`config.mk`:
```
export PLATFORM = sky130hd
export DESIGN_NAME = vga_timing_gen_flat
export DESIGN_NICKNAME = d
export VERILOG_FILES = /design/src/rtl/vga_timing_gen_pkg.sv /design/src/rtl/vga_timing_gen_if.sv /design/src/rtl/vga_axis_counter.sv /design/src/rtl/vga_timing_gen.sv /design/src/flat_wrapper.sv
export SDC_FILE = /design/constraint.sdc
export NUM_CORES = 1
export LEC_CHECK = 0
export BUFFER_PORTS_ARGS = -buffer_cell sky130_fd_sc_hd__buf_4
export CORE_MARGIN = 3
export CORE_UTILIZATION = 35
export CTS_BUF_LIST = sky130_fd_sc_hd__clkbuf_8
export DETAILED_ROUTE_END_ITERATION = 8
export HOLD_SLACK_MARGIN = 0.1
export PLACE_DENSITY = 0.59
export SLEW_MARGIN = 0
export SYNTH_ARGS = -nofsm -noshare
export SYNTH_HDL_FRONTEND = slang
export SYNTH_SLANG_ARGS = --single-unit
```
`constraint.sdc`:
```
create_clock -name clk -period 3.01 [get_ports clk]
set_clock_uncertainty 0.05 [all_clocks]
set_input_delay 0.301 -clock clk [delete_from_list [all_inputs] [get_ports clk]]
set_output_delay 0.301 -clock clk [all_outputs]
set_load 0.05 [all_outputs]
```
`src/rtl/vga_timing_gen_pkg.sv`:
```
// rtl/vga_timing_gen_pkg.sv - shared VGA timing constants, coordinate type and region decode
package vga_pkg;

    localparam int H_ACTIVE_DEF = 640;
    localparam int H_FP_DEF     = 16;
    localparam int H_SYNC_DEF   = 96;
    localparam int H_BP_DEF     = 48;
    localparam int V_ACTIVE_DEF = 480;
    localparam int V_FP_DEF     = 10;
    localparam int V_SYNC_DEF   = 2;
    localparam int V_BP_DEF     = 33;

    typedef logic [9:0] coord_t;

    typedef enum logic [1:0] {
        ACTIVE      = 2'd0,
        FRONT_PORCH = 2'd1,
        SYNC        = 2'd2,
        BACK_PORCH  = 2'd3
    } axis_region_t;

    // Regions are laid out in order: active, front porch, sync, back porch.
    function automatic axis_region_t region_of(input coord_t c, input int act_len,
                                               input int fp_len, input int sync_len);
        int ci;
        ci = int'(c);
        if (ci < act_len)
            return ACTIVE;
        else if (ci < act_len + fp_len)
            return FRONT_PORCH;
        else if (ci < act_len + fp_len + sync_len)
            return SYNC;
        return BACK_PORCH;
    endfunction

endpackage

```
`src/rtl/vga_timing_gen_if.sv`:
```
// rtl/vga_timing_gen_if.sv - raster timing bundle from the timing generator to the painter
interface vga_timing_if;
    import vga_pkg::*;

    logic   hsync;
    logic   vsync;
    logic   vidOn;
    coord_t x;
    coord_t y;
    logic   pix_ce;
    logic   frame_start;
    logic   line_end;

    modport master (
        output hsync, vsync, vidOn, x, y, pix_ce, frame_start, line_end
    );

    modport slave (
        input hsync, vsync, vidOn, x, y, pix_ce, frame_start, line_end
    );

endinterface

```
`src/rtl/vga_axis_counter.sv`:
```
// rtl/vga_axis_counter.sv - one raster axis: wrapping counter with registered active/sync flags
module vga_axis_counter
    import vga_pkg::*;
#(
    parameter int ACTIVE_LEN = 640,
    parameter int FP_LEN     = 16,
    parameter int SYNC_LEN   = 96,
    parameter int BP_LEN     = 48
) (
    input  logic   clk,
    input  logic   reset_n,
    input  logic   step,
    output coord_t count,
    output logic   wrap,
    output logic   active,
    output logic   sync_window
);

    localparam int     TOTAL = ACTIVE_LEN + FP_LEN + SYNC_LEN + BP_LEN;
    localparam coord_t LAST  = coord_t'(TOTAL - 1);

    coord_t       count_nxt;
    axis_region_t region_nxt;

    // Flags are decoded from the next count so they land on the same edge as the count.
    always_comb begin
        wrap      = step && (count == LAST);
        count_nxt = count;
        if (wrap)
            count_nxt = '0;
        else if (step)
            count_nxt = count + 10'd1;
        region_nxt = region_of(count_nxt, ACTIVE_LEN, FP_LEN, SYNC_LEN);
    end

    always_ff @(posedge clk) begin
        if (!reset_n) begin
            count       <= '0;
            active      <= 1'b0;
            sync_window <= 1'b0;
        end else begin
            count       <= count_nxt;
            active      <= (region_nxt == ACTIVE);
            sync_window <= (region_nxt == SYNC);
        end
    end

endmodule

```
`src/rtl/vga_timing_gen.sv`:
```
// rtl/vga_timing_gen.sv - 640x480@60 raster timing generator; VGA_PIXDIV2_EN selects a 50 MHz clock with /2 pixel enable
module vga_timing_gen
    import vga_pkg::*;
#(
    parameter int H_ACTIVE = H_ACTIVE_DEF,
    parameter int H_FP     = H_FP_DEF,
    parameter int H_SYNC   = H_SYNC_DEF,
    parameter int H_BP     = H_BP_DEF,
    parameter int V_ACTIVE = V_ACTIVE_DEF,
    parameter int V_FP     = V_FP_DEF,
    parameter int V_SYNC   = V_SYNC_DEF,
    parameter int V_BP     = V_BP_DEF,
    parameter bit SYNC_POL = 1'b0
) (
    input  logic         clk,
    input  logic         reset_n,
    vga_timing_if.master vga
);

    localparam int     H_TOTAL = H_ACTIVE + H_FP + H_SYNC + H_BP;
    localparam int     V_TOTAL = V_ACTIVE + V_FP + V_SYNC + V_BP;
    localparam coord_t H_LAST  = coord_t'(H_TOTAL - 1);

    if (H_TOTAL > 1024 || V_TOTAL > 1024) begin : g_bad_totals
        $error("vga_timing_gen: H_TOTAL/V_TOTAL must not exceed 1024");
    end

    logic   run_q;
    logic   pix_ce_q;
    logic   step;
    logic   frame_start_q;
    coord_t h_count, v_count;
    logic   h_wrap, v_wrap;
    logic   h_active, v_active;
    logic   h_sync, v_sync;

    // run_q low means (0,0) has not been presented yet; the first edge out of reset
    // presents it without stepping.
    always_ff @(posedge clk) begin
        if (!reset_n)
            run_q <= 1'b0;
        else
            run_q <= 1'b1;
    end

`ifdef VGA_PIXDIV2_EN
    // pix_ce is high on the first cycle of each pixel; the step edge is the one that raises it.
    always_ff @(posedge clk) begin
        if (!reset_n)
            pix_ce_q <= 1'b0;
        else
            pix_ce_q <= ~pix_ce_q;
    end
    assign step = run_q && !pix_ce_q;
`else
    assign pix_ce_q = 1'b1;
    assign step     = run_q;
`endif

    vga_axis_counter #(
        .ACTIVE_LEN (H_ACTIVE),
        .FP_LEN     (H_FP),
        .SYNC_LEN   (H_SYNC),
        .BP_LEN     (H_BP)
    ) u_h_axis (
        .clk         (clk),
        .reset_n     (reset_n),
        .step        (step),
        .count       (h_count),
        .wrap        (h_wrap),
        .active      (h_active),
        .sync_window (h_sync)
    );

    vga_axis_counter #(
        .ACTIVE_LEN (V_ACTIVE),
        .FP_LEN     (V_FP),
        .SYNC_LEN   (V_SYNC),
        .BP_LEN     (V_BP)
    ) u_v_axis (
        .clk         (clk),
        .reset_n     (reset_n),
        .step        (h_wrap),
        .count       (v_count),
        .wrap        (v_wrap),
        .active      (v_active),
        .sync_window (v_sync)
    );

    always_ff @(posedge clk) begin
        if (!reset_n)
            frame_start_q <= 1'b0;
        else
            frame_start_q <= !run_q || v_wrap;
    end

    assign vga.x           = h_count;
    assign vga.y           = v_count;
    assign vga.pix_ce      = pix_ce_q;
    assign vga.vidOn       = h_active && v_active;
    assign vga.hsync       = h_sync ? SYNC_POL : ~SYNC_POL;
    assign vga.vsync       = v_sync ? SYNC_POL : ~SYNC_POL;
    assign vga.frame_start = frame_start_q;
    assign vga.line_end    = (h_count == H_LAST);

endmodule
```
`src/flat_wrapper.sv`:
```
// flat-port wrapper written by rule: the top's interface ports become plain ports
module vga_timing_gen_flat import vga_pkg::*;
#(
    parameter int H_ACTIVE = H_ACTIVE_DEF,
    parameter int H_FP     = H_FP_DEF,
    parameter int H_SYNC   = H_SYNC_DEF,
    parameter int H_BP     = H_BP_DEF,
    parameter int V_ACTIVE = V_ACTIVE_DEF,
    parameter int V_FP     = V_FP_DEF,
    parameter int V_SYNC   = V_SYNC_DEF,
    parameter int V_BP     = V_BP_DEF,
    parameter bit SYNC_POL = 1'b0
)
  (clk, reset_n, vga_hsync, vga_vsync, vga_vidOn, vga_x, vga_y, vga_pix_ce, vga_frame_start, vga_line_end);
  vga_timing_if vga_i ();
  input  logic clk;
  input  logic reset_n;
  output wire logic [$bits(vga_i.hsync)-1:0] vga_hsync;
  output wire logic [$bits(vga_i.vsync)-1:0] vga_vsync;
  output wire logic [$bits(vga_i.vidOn)-1:0] vga_vidOn;
  output wire logic [$bits(vga_i.x)-1:0] vga_x;
  output wire logic [$bits(vga_i.y)-1:0] vga_y;
  output wire logic [$bits(vga_i.pix_ce)-1:0] vga_pix_ce;
  output wire logic [$bits(vga_i.frame_start)-1:0] vga_frame_start;
  output wire logic [$bits(vga_i.line_end)-1:0] vga_line_end;
  assign vga_hsync = vga_i.hsync;
  assign vga_vsync = vga_i.vsync;
  assign vga_vidOn = vga_i.vidOn;
  assign vga_x = vga_i.x;
  assign vga_y = vga_i.y;
  assign vga_pix_ce = vga_i.pix_ce;
  assign vga_frame_start = vga_i.frame_start;
  assign vga_line_end = vga_i.line_end;
  vga_timing_gen #(.H_ACTIVE(H_ACTIVE), .H_FP(H_FP), .H_SYNC(H_SYNC), .H_BP(H_BP), .V_ACTIVE(V_ACTIVE), .V_FP(V_FP), .V_SYNC(V_SYNC), .V_BP(V_BP), .SYNC_POL(SYNC_POL)) u_core (.clk(clk), .reset_n(reset_n), .vga(vga_i));
endmodule
```
==> run_results.csv <==
group,metric,value,unit
status,status,"finished clean",
placed_design,port_buffers,26,
clock_tree,clock-sinks,26,
floorplanning,rows,22,
setup_path,rr_worst_depth,5,
floorplanning,dieHeight,68.6,um
pwr,seqPwrFrac,0.570,
final_layout,n_fill_cell,373,
synthesis,yosysUniqueCellTypes,45,
route,viasPerCell,5.29,
setup_path,startpoint,"u_core.u_h_axis.count[5]",
final_layout,seq_area,520,um2
clock_tree,root_buffer,"clkbuf_8",
synthesis,postSynthCellCount,161,
setup_path,worstPathCellList,"or3_4 > or4_4 > or3_1 > a221o_1 > nor4_2",
clock_tree,clk_pin_slew_worst_paths,0.09,ns
floorplanning,start_util,0.369,
sta,fmax,0.421,GHz
setup_path,rr_endpoint,"u_core.u_v_axis.sync_window",
setup_path,r2r-start,"u_core.u_h_axis.count[5]",
final_layout,multi_input_area,776,um2
synthesis,synth_area_leader_cell,"dfxtp_1",
setup_path,cpMaxStageDelayCell,"or4_4",
setup_path,cpPeakStageDelay,0.56,ns
setup_path,cp-end-kind,"flip-flop",
sta,rsz0062_at_grt,"false",
floorplanning,die_width,68.6,um
clock_tree,clk_latency,0.26,ns
setup_path,endpoint,"u_core.u_v_axis.sync_window",
pwr,internal_power,0.000480,W
placed_design,gp_congestion,0.821,
route,vias,1242,
floorplanning,core,3720,um2
synthesis,synth_area,1370,um2
setup_path,worst_ep_arrival_time,2.51,ns
clock_tree,clk_path_buf_depth,2,
sta,finalSetupTns,0,ns
clock_tree,cts_tree,"done",
synthesis,netlist_top_cells_area,"dfxtp_1, xor2_1, nor2_1, nand2_1, xnor2_1",
route,ant_nets,0,
pwr,p_per_area,375,nW/um2
pwr,power.switching,0.000142,W
setup_path,r2r_slack,0.64,ns
final_layout,layout-drive-gt1-share,0.209,
setup_path,critical-path-top-delay-family,"simple AND/OR/NAND/NOR gates",
pwr,pwr-share-comb,0.073,
min_path,hp-class,"in -> reg",
global_route,grt_pass1_wl,5.18,mm
synthesis,avgSynthCellArea,8.52,um2
final_layout,syn_to_final_growth,20.7,%
sta,hold_viol,0,
clock_tree,cts_max_level,1,
pwr,sw_frac_of_total,0.228,
clock_tree,cts.repair.resized,0,
setup_path,cp_num_cells,5,
synthesis,yosysWarnings,0,
synthesis,synthesis.nets,166,
global_route,grtUsageTotal,0.143,
global_route,grt_pass1_vias,1130,
final_layout,mostFrequentLayoutCell,"buf_4",
sta,period_minus_slack,2.37,ns
final_layout,nNetsFinal,193,
clock_tree,cts_buffers,3,
sta,fin_crit_sh,0.789,
floorplanning,pin_count,28,
setup_path,required,3.14,ns
synthesis,ys_ff_latch,26,
setup_path,cp-start-kind,"flip-flop",
synthesis,netlist.area_leader.share,0.380,
floorplanning,die_area,4710,um2
pwr,peakVddDrop,0.134,mV
job,maxCapViolations,0,
route,first_pass_iters,4,
sta,whs,0.144,ns
global_route,antenna_found_initial,0,
final_layout,fin_util,0.445,
final_layout,mostFrequentLayoutCells,"buf_4, dfxtp_1, nor2_1, nand2_1, xor2_1",
route,drtIter0Drc,109,
synthesis,yosysSeqAreaShare,0.380,
placed_design,dp_hpwl,2.33,mm
clock_tree,ctsHoldBuffers,0,
setup_path,cp_num_buf_inv,0,
final_layout,n_antenna_cell,0,
setup_path,worstPathMaxFanout,7,
route,drc,0,
clock_tree,post_cts_buffers,0,
pwr,power.leakage,0.632,nW
global_route,overflow,0,
sta,setup_viol,0,
pwr,pwr-share-clk,0.357,
route,wl,3.04,mm
min_path,min_path_cells,1,
global_route,grt_max_degree,19,
setup_path,criticalPathCategory,"reg -> reg",
sta,slew_violations,0,
route,routedWlPerCell,12.9,um
==> layout make-up <==
cell class,instances,share of cell area
multi-input combinational,120,0.469
sequential,26,0.314
timing repair buffer,28,0.127
tap,48,0.0363
clock buffer,4,0.0333
inverter,9,0.0204
==> state kept, by name, indices dropped and copies added, names as in the netlist <==
name / count
u_core.run_q: 1
u_core.u_h_axis.active: 1
u_core.u_h_axis.count: 10
u_core.u_h_axis.sync_window: 1
u_core.u_v_axis.active: 1
u_core.u_v_axis.count: 10
u_core.u_v_axis.sync_window: 1
u_core.vga.frame_start: 1
==> power by group through the flow <==
stage | registers (W) | logic, W | clock network, W
floorplan | 0.000374 | 0.0000211 | 0
global placement | 0.000362 | 0.0000455 | 0
detailed placement | 0.000362 | 0.0000460 | 0
CTS | 0.000354 | 0.0000461 | 0.000231
global route | 0.000355 | 0.0000491 | 0.000243
finish | 0.000354 | 0.0000452 | 0.000222
==> stage by stage <==
step / worst slack [ns] / power [W] / area, um2 / std cells
2_1_floorplan: 0.458 / 0.000395 / 1370 / 161
3_3_place_gp: 0.694 / 0.000407 / 1600 / 231
3_5_place_dp: 0.650 / 0.000408 / 1600 / 231
4_1_cts: 0.633 / 0.000631 / 1660 / 235
5_1_grt: 0.521 / 0.000647 / 1660 / 235
6_report: 0.635 / 0.000621 / 1660 / 235
==> metal layers <==
metal	part of all wire	wire [um]	global-route usage	vias to the layer above
met3	0.053	161	0.0259	4
met4	0.012	37	0.0546	0
met2	0.48	1460	0.231	37
met5	0	0	0	-
met1	0.46	1380	0.187	583
li1	-	-	-	618
==> Yosys cell counts, drive strengths merged <==
master / n
or2: 2
ha: 3
nor3: 6
nand3: 7
xor2: 11
o2111ai: 1
nand4: 6
xnor2: 5
o211ai: 1
clkbuf: 3
and2: 5
o311a: 1
o22ai: 1
nor2: 19
or4: 2
nor2b: 1
o21a: 2
nand2: 14
and4: 2
nor4: 2
or3: 2
nand4b: 2
mux2i: 1
and4b: 1
a31o: 1
a31oi: 3
a22oi: 1
conb: 1
o21ai: 5
dfxtp: 26
nor3b: 1
inv: 9
a221o: 1
a21oi: 4
nand3b: 2
buf: 3
o41ai: 1
o221ai: 1
a2111oi: 1
and3: 1
==> how the worst min path moves through the flow <==
| stage | from | endpoint | slack [ns] |
|---|---|---|---|
| 5_1_grt | reset_n | u_core.run_q | 0.13 |
| 3_5_place_dp | reset_n | u_core.run_q | 0.42 |
| 6_report | reset_n | u_core.run_q | 0.14 |
| 4_1_cts | reset_n | u_core.run_q | 0.13 |
| 2_1_floorplan | reset_n | u_core.run_q | 0.28 |
| 3_3_place_gp | reset_n | u_core.run_q | 0.41 |
==> logic make-up (layout without fill, tap and decap cells) <==
group	Yosys count	in the layout	synth area share
and+or+nand+nor	75	75	0.307
AOI/OAI and AO/OA	24	24	0.120
xor gates and xnor gates	16	16	0.102
other	1	1	0.00273
muxes	1	1	0.00730
buffers and inverters	15	41	0.0547
adders and majority gates	3	3	0.0274
DFF	26	26	0.380
Note: power is estimated with default switching activity, not from simulation.
